## config.mk

```make
export PLATFORM = sky130hd
export DESIGN_NAME = button_debouncer_flat
export DESIGN_NICKNAME = d
export VERILOG_FILES = /design/src/rtl/button_debouncer_if.sv /design/src/rtl/button_debouncer.sv /design/src/flat_wrapper.sv
export SDC_FILE = /design/constraint.sdc
export NUM_CORES = 1
export LEC_CHECK = 0
export ABC_AREA = 1
export CAP_MARGIN = 10
export CORE_ASPECT_RATIO = 0.5
export CORE_MARGIN = 2
export CORE_UTILIZATION = 55
export CTS_CLUSTER_SIZE = 12
export DETAILED_ROUTE_END_ITERATION = 16
export GPL_TIMING_DRIVEN = 0
export PLACE_DENSITY = 0.73
export SYNTH_ARGS = -nofsm -noshare
export SYNTH_HDL_FRONTEND = slang
export SYNTH_SLANG_ARGS = --single-unit
```

## constraint.sdc

```tcl
create_clock -name clk -period 3.8 [get_ports clk]
set_input_delay 0.76 -clock clk [delete_from_list [all_inputs] [get_ports clk]]
set_output_delay 0.76 -clock clk [all_outputs]
set_load 0.03 [all_outputs]
```

## src/rtl/button_debouncer_if.sv

```systemverilog
// Interface bundle for button_debouncer: the raw (synchronized, still bouncy)
// inputs and the debounced level plus edge pulses, one bit per button.
interface button_debouncer_if #(
    parameter int WIDTH = 1
);
    logic [WIDTH-1:0] glitchy_signal;
    logic [WIDTH-1:0] debounced_signal;
    logic [WIDTH-1:0] rising_pulse;
    logic [WIDTH-1:0] falling_pulse;

    // Master drives the raw inputs and observes the debounced results.
    modport master (
        output glitchy_signal,
        input  debounced_signal,
        input  rising_pulse,
        input  falling_pulse
    );

    // Slave is the debouncer itself.
    modport slave (
        input  glitchy_signal,
        output debounced_signal,
        output rising_pulse,
        output falling_pulse
    );
endinterface

```

## src/rtl/button_debouncer.sv

```systemverilog
// Multi-bit button debouncer. A single free-running sample counter produces a
// sample tick every SAMPLE_CNT_MAX cycles. On each tick every bit's saturating
// counter either climbs (input high) or clears (input low). A bit is declared
// pressed once its counter saturates at PULSE_CNT_MAX; release is immediate on
// the first low sample. One-cycle rising/falling pulses mark debounced edges.
module button_debouncer #(
    parameter int WIDTH          = 1,
    parameter int SAMPLE_CNT_MAX = 62500,
    parameter int PULSE_CNT_MAX  = 200
) (
    input  logic                 clk,
    input  logic                 rst_n,
    button_debouncer_if.slave    bus
);
    localparam int CNT_W = (SAMPLE_CNT_MAX > 1) ? $clog2(SAMPLE_CNT_MAX) : 1;
    localparam int SAT_W = $clog2(PULSE_CNT_MAX + 1);
    localparam logic [CNT_W-1:0] CNT_LAST = CNT_W'(SAMPLE_CNT_MAX - 1);
    localparam logic [SAT_W-1:0] SAT_FULL = SAT_W'(PULSE_CNT_MAX);

    logic [CNT_W-1:0] r_sample_cnt;
    logic             w_sample_tick;

    assign w_sample_tick = (r_sample_cnt == CNT_LAST);

    // Shared sample-period counter, wraps to 0 after SAMPLE_CNT_MAX-1.
    always_ff @(posedge clk or negedge rst_n) begin
        if (!rst_n) begin
            r_sample_cnt <= '0;
        end else if (w_sample_tick) begin
            r_sample_cnt <= '0;
        end else begin
            r_sample_cnt <= r_sample_cnt + CNT_W'(1);
        end
    end

    genvar gi;
    generate
        for (gi = 0; gi < WIDTH; gi = gi + 1) begin : g_bit
            logic [SAT_W-1:0] r_sat;
            logic             r_prev;
            logic             w_deb;

            // Saturating high-sample counter; any low sample clears it.
            always_ff @(posedge clk or negedge rst_n) begin
                if (!rst_n) begin
                    r_sat <= '0;
                end else if (w_sample_tick) begin
                    if (!bus.glitchy_signal[gi]) begin
                        r_sat <= '0;
                    end else if (r_sat != SAT_FULL) begin
                        r_sat <= r_sat + SAT_W'(1);
                    end
                end
            end

            // Delayed copy of the debounced level for edge detection.
            always_ff @(posedge clk or negedge rst_n) begin
                if (!rst_n) begin
                    r_prev <= 1'b0;
                end else begin
                    r_prev <= w_deb;
                end
            end

            assign w_deb                    = (r_sat == SAT_FULL);
            assign bus.debounced_signal[gi] = w_deb;
            assign bus.rising_pulse[gi]     = w_deb & ~r_prev;
            assign bus.falling_pulse[gi]    = ~w_deb & r_prev;
        end
    endgenerate
endmodule

```

## src/flat_wrapper.sv

```systemverilog
// flat-port wrapper written by rule: the top's interface ports become plain ports
module button_debouncer_flat 
#(
    parameter int WIDTH          = 1,
    parameter int SAMPLE_CNT_MAX = 62500,
    parameter int PULSE_CNT_MAX  = 200
)
  (clk, rst_n, bus_glitchy_signal, bus_debounced_signal, bus_rising_pulse, bus_falling_pulse);
  button_debouncer_if #(.WIDTH(WIDTH)) bus_i ();
  input  logic clk;
  input  logic rst_n;
  input wire logic [$bits(bus_i.glitchy_signal)-1:0] bus_glitchy_signal;
  output wire logic [$bits(bus_i.debounced_signal)-1:0] bus_debounced_signal;
  output wire logic [$bits(bus_i.rising_pulse)-1:0] bus_rising_pulse;
  output wire logic [$bits(bus_i.falling_pulse)-1:0] bus_falling_pulse;
  assign bus_i.glitchy_signal = bus_glitchy_signal;
  assign bus_debounced_signal = bus_i.debounced_signal;
  assign bus_rising_pulse = bus_i.rising_pulse;
  assign bus_falling_pulse = bus_i.falling_pulse;
  button_debouncer #(.WIDTH(WIDTH), .SAMPLE_CNT_MAX(SAMPLE_CNT_MAX), .PULSE_CNT_MAX(PULSE_CNT_MAX)) u_core (.clk(clk), .rst_n(rst_n), .bus(bus_i));
endmodule
```

==> run_results.csv <==
group,metric,value,unit
status,outcome,"finished, final reports clean",
sta,max_slew.worst_pin.slew,360.3,ps
floorplanning,dieArea,0.003226,sq mm
clocking,cts_tree,"built",
clocking,root_buffer,"clkbuf_8",
logic_synthesis,yosysWarnings,0,
global_route,grt_max_degree,26,
sta,rsz0062_at_grt,"no",
floorplanning,pin_count,6,
global_route,antenna_found_initial,0,
setup_path,reg2regPathDepth,8,
logic_synthesis,synthTopCellsByArea,"dfrtp_1 (41%), nand2_1 (17%), nor2_1 (9.6%), inv_1 (7.2%), nand3_1 (6.6%)",
logic_synthesis,synth_common_cells,"nand2_1 (68), nor2_1 (39), inv_1 (29)",
setup_path,reg2reg_from,"u_core.g_bit[0].r_sat[0]$_DFFE_PN0P_",
clocking,cts_hold_buf,0,
setup_path,rrSetupSlack,2290,ps
placement,dp_cells,261,
setup_path,cp.depth,5,
floorplanning,fp.coreArea,0.002603,sq mm
logic_synthesis,yosysSeqAreaShare,41.15,%
pwr,p_total,0.0004457,W
pwr,peakVddDrop,164.8,uV
layout,multiInputGateArea,785.8,sq um
floorplanning,start_util,58.41,%
global_route,grt_pass1_vias,1109,
logic_synthesis,yosysTopAreaCellShare,41.15,%
logic_synthesis,syn_area,0.001520,sq mm
setup_path,arrival,2010,ps
pwr,power.leakage,0.8322,nW
sta,hold_ws,463.6,ps
layout,final.fill_count,224,
min_path,whs_path_depth,1,
clocking,cts_buffer_depth,2,
logic_synthesis,synth_top_cell_by_area,"dfrtp_1",
drt,drtIter0Drc,54,
placement,hpwl,2132,microns
floorplanning,die_w,78.35,microns
logic_synthesis,ys_seq_elements,25,
sta,finalMaxSlewViolations,0,
drt,drc,0,
floorplanning,die_h,41.18,microns
logic_synthesis,syn_avg_cell_area,6.942,sq um
logic_synthesis,synth_edf_count,0,
clocking,cts_made_buffers,3,
sta,slew_headroom,75.90,%
drt,avgViaCountPerCell,4.868,
layout,nNetsFinal,236,
layout,layout-area-overhead-vs-synth,11.19,%
clocking,path_clk_slew,90,ps
setup_path,cpLargestDelayFamily,"buffers and inverters",
clocking,cts_resized,0,
drt,antenna_left,0,
sta,finClkSkew,3.673,ps
drt,vias,1295,
setup_path,critical_path.startpoint,"u_core.g_bit[0].r_sat[0]$_DFFE_PN0P_",
sta,setup_viol,0,
setup_path,worstPathCellList,"inv_1 -> ha_1 -> nand3_1 -> nor3_1 -> clkdlybuf4s50_1",
sta,max_freq,360.7,MHz
placement,port-buffer-count,5,
clocking,htree_levels,1,
floorplanning,placementRows,13,
logic_synthesis,synth.most_common_cell,"nand2_1",
setup_path,crit_required,3040,ps
layout,n_antenna_cell,0,
clocking,cts_sinks,25,
flow_run,max-cap-violations,0,
logic_synthesis,synth_async_sr_flop_share,100.0,%
setup_path,crit_path_end,"bus_rising_pulse",
sta,fin_setup_tns,0,ps
logic_synthesis,synthFlopType,"dfrtp_1",
logic_synthesis,synthesis.nets,225,
layout,fin_cells,266,
setup_path,critPathKind,"flip-flop to output pin",
clocking,cts_setup_buffers,0,
layout,seq_area,625.6,sq um
logic_synthesis,postSynthCellCount,219,
drt,wl,2886,microns
logic_synthesis,ys_types,18,
setup_path,crit_buf_inv,2,
global_route,overflow,0,
setup_path,cp_max_fo,5,
sta,fin_crit_sh,72.96,%
sta,period_needed,2773,ps
setup_path,startpoint_type,"flip-flop",
sta,hold_viol,0,
setup_path,reg2reg_to,"u_core.g_bit[0].r_sat[6]$_DFFE_PN0P_",
min_path,hp-start,"u_core.r_sample_cnt[0]$_DFF_PN0_",
setup_path,endpoint_kind,"output pin",
clocking,worstSkewPairLatency,270,ps
layout,drive_above_1_share,8.734,%
global_route,grt_pass1_wl,4767,microns
setup_path,cp_slowest_cell,"clkdlybuf4s50_1",
min_path,hold_class,"flip-flop to flip-flop",
drt,first_pass_iters,4,
drt,wl_per_cell,10.85,microns
global_route,grt.total_usage,19.79,%
pwr,power_density,263.7,mW/mm^2
setup_path,cpPeakStageDelay,700,ps
placement,gp_congestion,0.8543,
## worst min-delay path by stage
| stage | end | slack (ps) |
|---|---|---|
| floorplan | u_core.r_sample_cnt[0]$_DFF_PN0_ | 430 |
| global placement | u_core.r_sample_cnt[0]$_DFF_PN0_ | 440 |
| detailed placement | u_core.r_sample_cnt[0]$_DFF_PN0_ | 450 |
| CTS | u_core.r_sample_cnt[0]$_DFF_PN0_ | 470 |
| global route | u_core.r_sample_cnt[0]$_DFF_PN0_ | 490 |
| finish | u_core.r_sample_cnt[0]$_DFF_PN0_ | 460 |
## cell type report
| cell class | instances | share of cell area, % |
|---|---|---|
| clock buffers | 3 | 2.443 |
| flip-flops and latches | 25 | 37.01 |
| inverters | 29 | 6.440 |
| repair buffers | 6 | 4.589 |
| clock inverters | 1 | 0.2961 |
| well taps | 37 | 2.739 |
| multi-input cells | 165 | 46.48 |
## placed cells by master (no fill, tap or decap)
| master | synthesis | routed |
|---|---|---|
| nand2_1 | 68 | 68 |
| nor2_1 | 39 | 39 |
| inv_1 | 29 | 29 |
| dfrtp_1 | 25 | 25 |
| nand3_1 | 20 | 20 |
| nor2_2 | 7 | 7 |
| nand2_2 | 5 | 5 |
| nor3_1 | 5 | 5 |
| clkdlybuf4s50_1 | 0 | 5 |
| xor2_1 | 4 | 4 |
| nand4_1 | 3 | 3 |
| ha_1 | 3 | 3 |
| clkbuf_8 | 0 | 3 |
| nand3b_1 | 2 | 2 |
| o21bai_1 | 2 | 2 |
| o21ai_0 | 2 | 2 |
| nor2_4 | 2 | 2 |
| nor3_4 | 1 | 1 |
| a21oi_1 | 1 | 1 |
| xnor2_1 | 1 | 1 |
| clkinv_2 | 0 | 1 |
| buf_16 | 0 | 1 |
## power breakdown
part / leakage [nW] / internal, W / total, W / switching (W)
Combinational: 0.475 / 0.00000696 / 0.0000175 / 0.0000106
Clock: 0.0255 / 0.0000734 / 0.000159 / 0.0000859
Sequential: 0.332 / 0.000267 / 0.000269 / 0.00000152
Total: 0.832 / 0.000348 / 0.000446 / 0.0000979
## cell families after synthesis
| group | share of synthesized area [%] |
|---|---|
| DFF | 41.15 |
| AOI/OAI and AO/OA | 1.975 |
| adders and majority gates | 2.469 |
| xor gates and xnor gates | 2.881 |
| buffers and inverters | 7.160 |
| and+or+nand+nor | 44.36 |
## routing by layer
| layer | up-vias | share of wire [%] | track usage (%) |
|---|---|---|---|
| met3 | 5 | 2.4 | 4.846 |
| li1 | 696 | - | - |
| met2 | 11 | 45 | 37.72 |
| met1 | 583 | 52 | 23.47 |
| met5 | - | 0 | 0 |
| met4 | 0 | 0.66 | 6.140 |
## registers in the layout, summed over array words and instances, names as in the netlist
name,cells
u_core.g_bit.r_prev,1
u_core.g_bit.r_sat,8
u_core.r_sample_cnt,16
## per-stage QoR
stage          util (%)  worst slack, ps  cell area [sq um]
3_5_place_dp      62.12             1323               1617
6_report          64.95             1027               1690
3_3_place_gp      62.12             1354               1617
5_1_grt           64.95            890.0               1690
2_1_floorplan         -             1565               1520
4_1_cts           63.89             1001               1663
(Power assumes the default switching activity.)
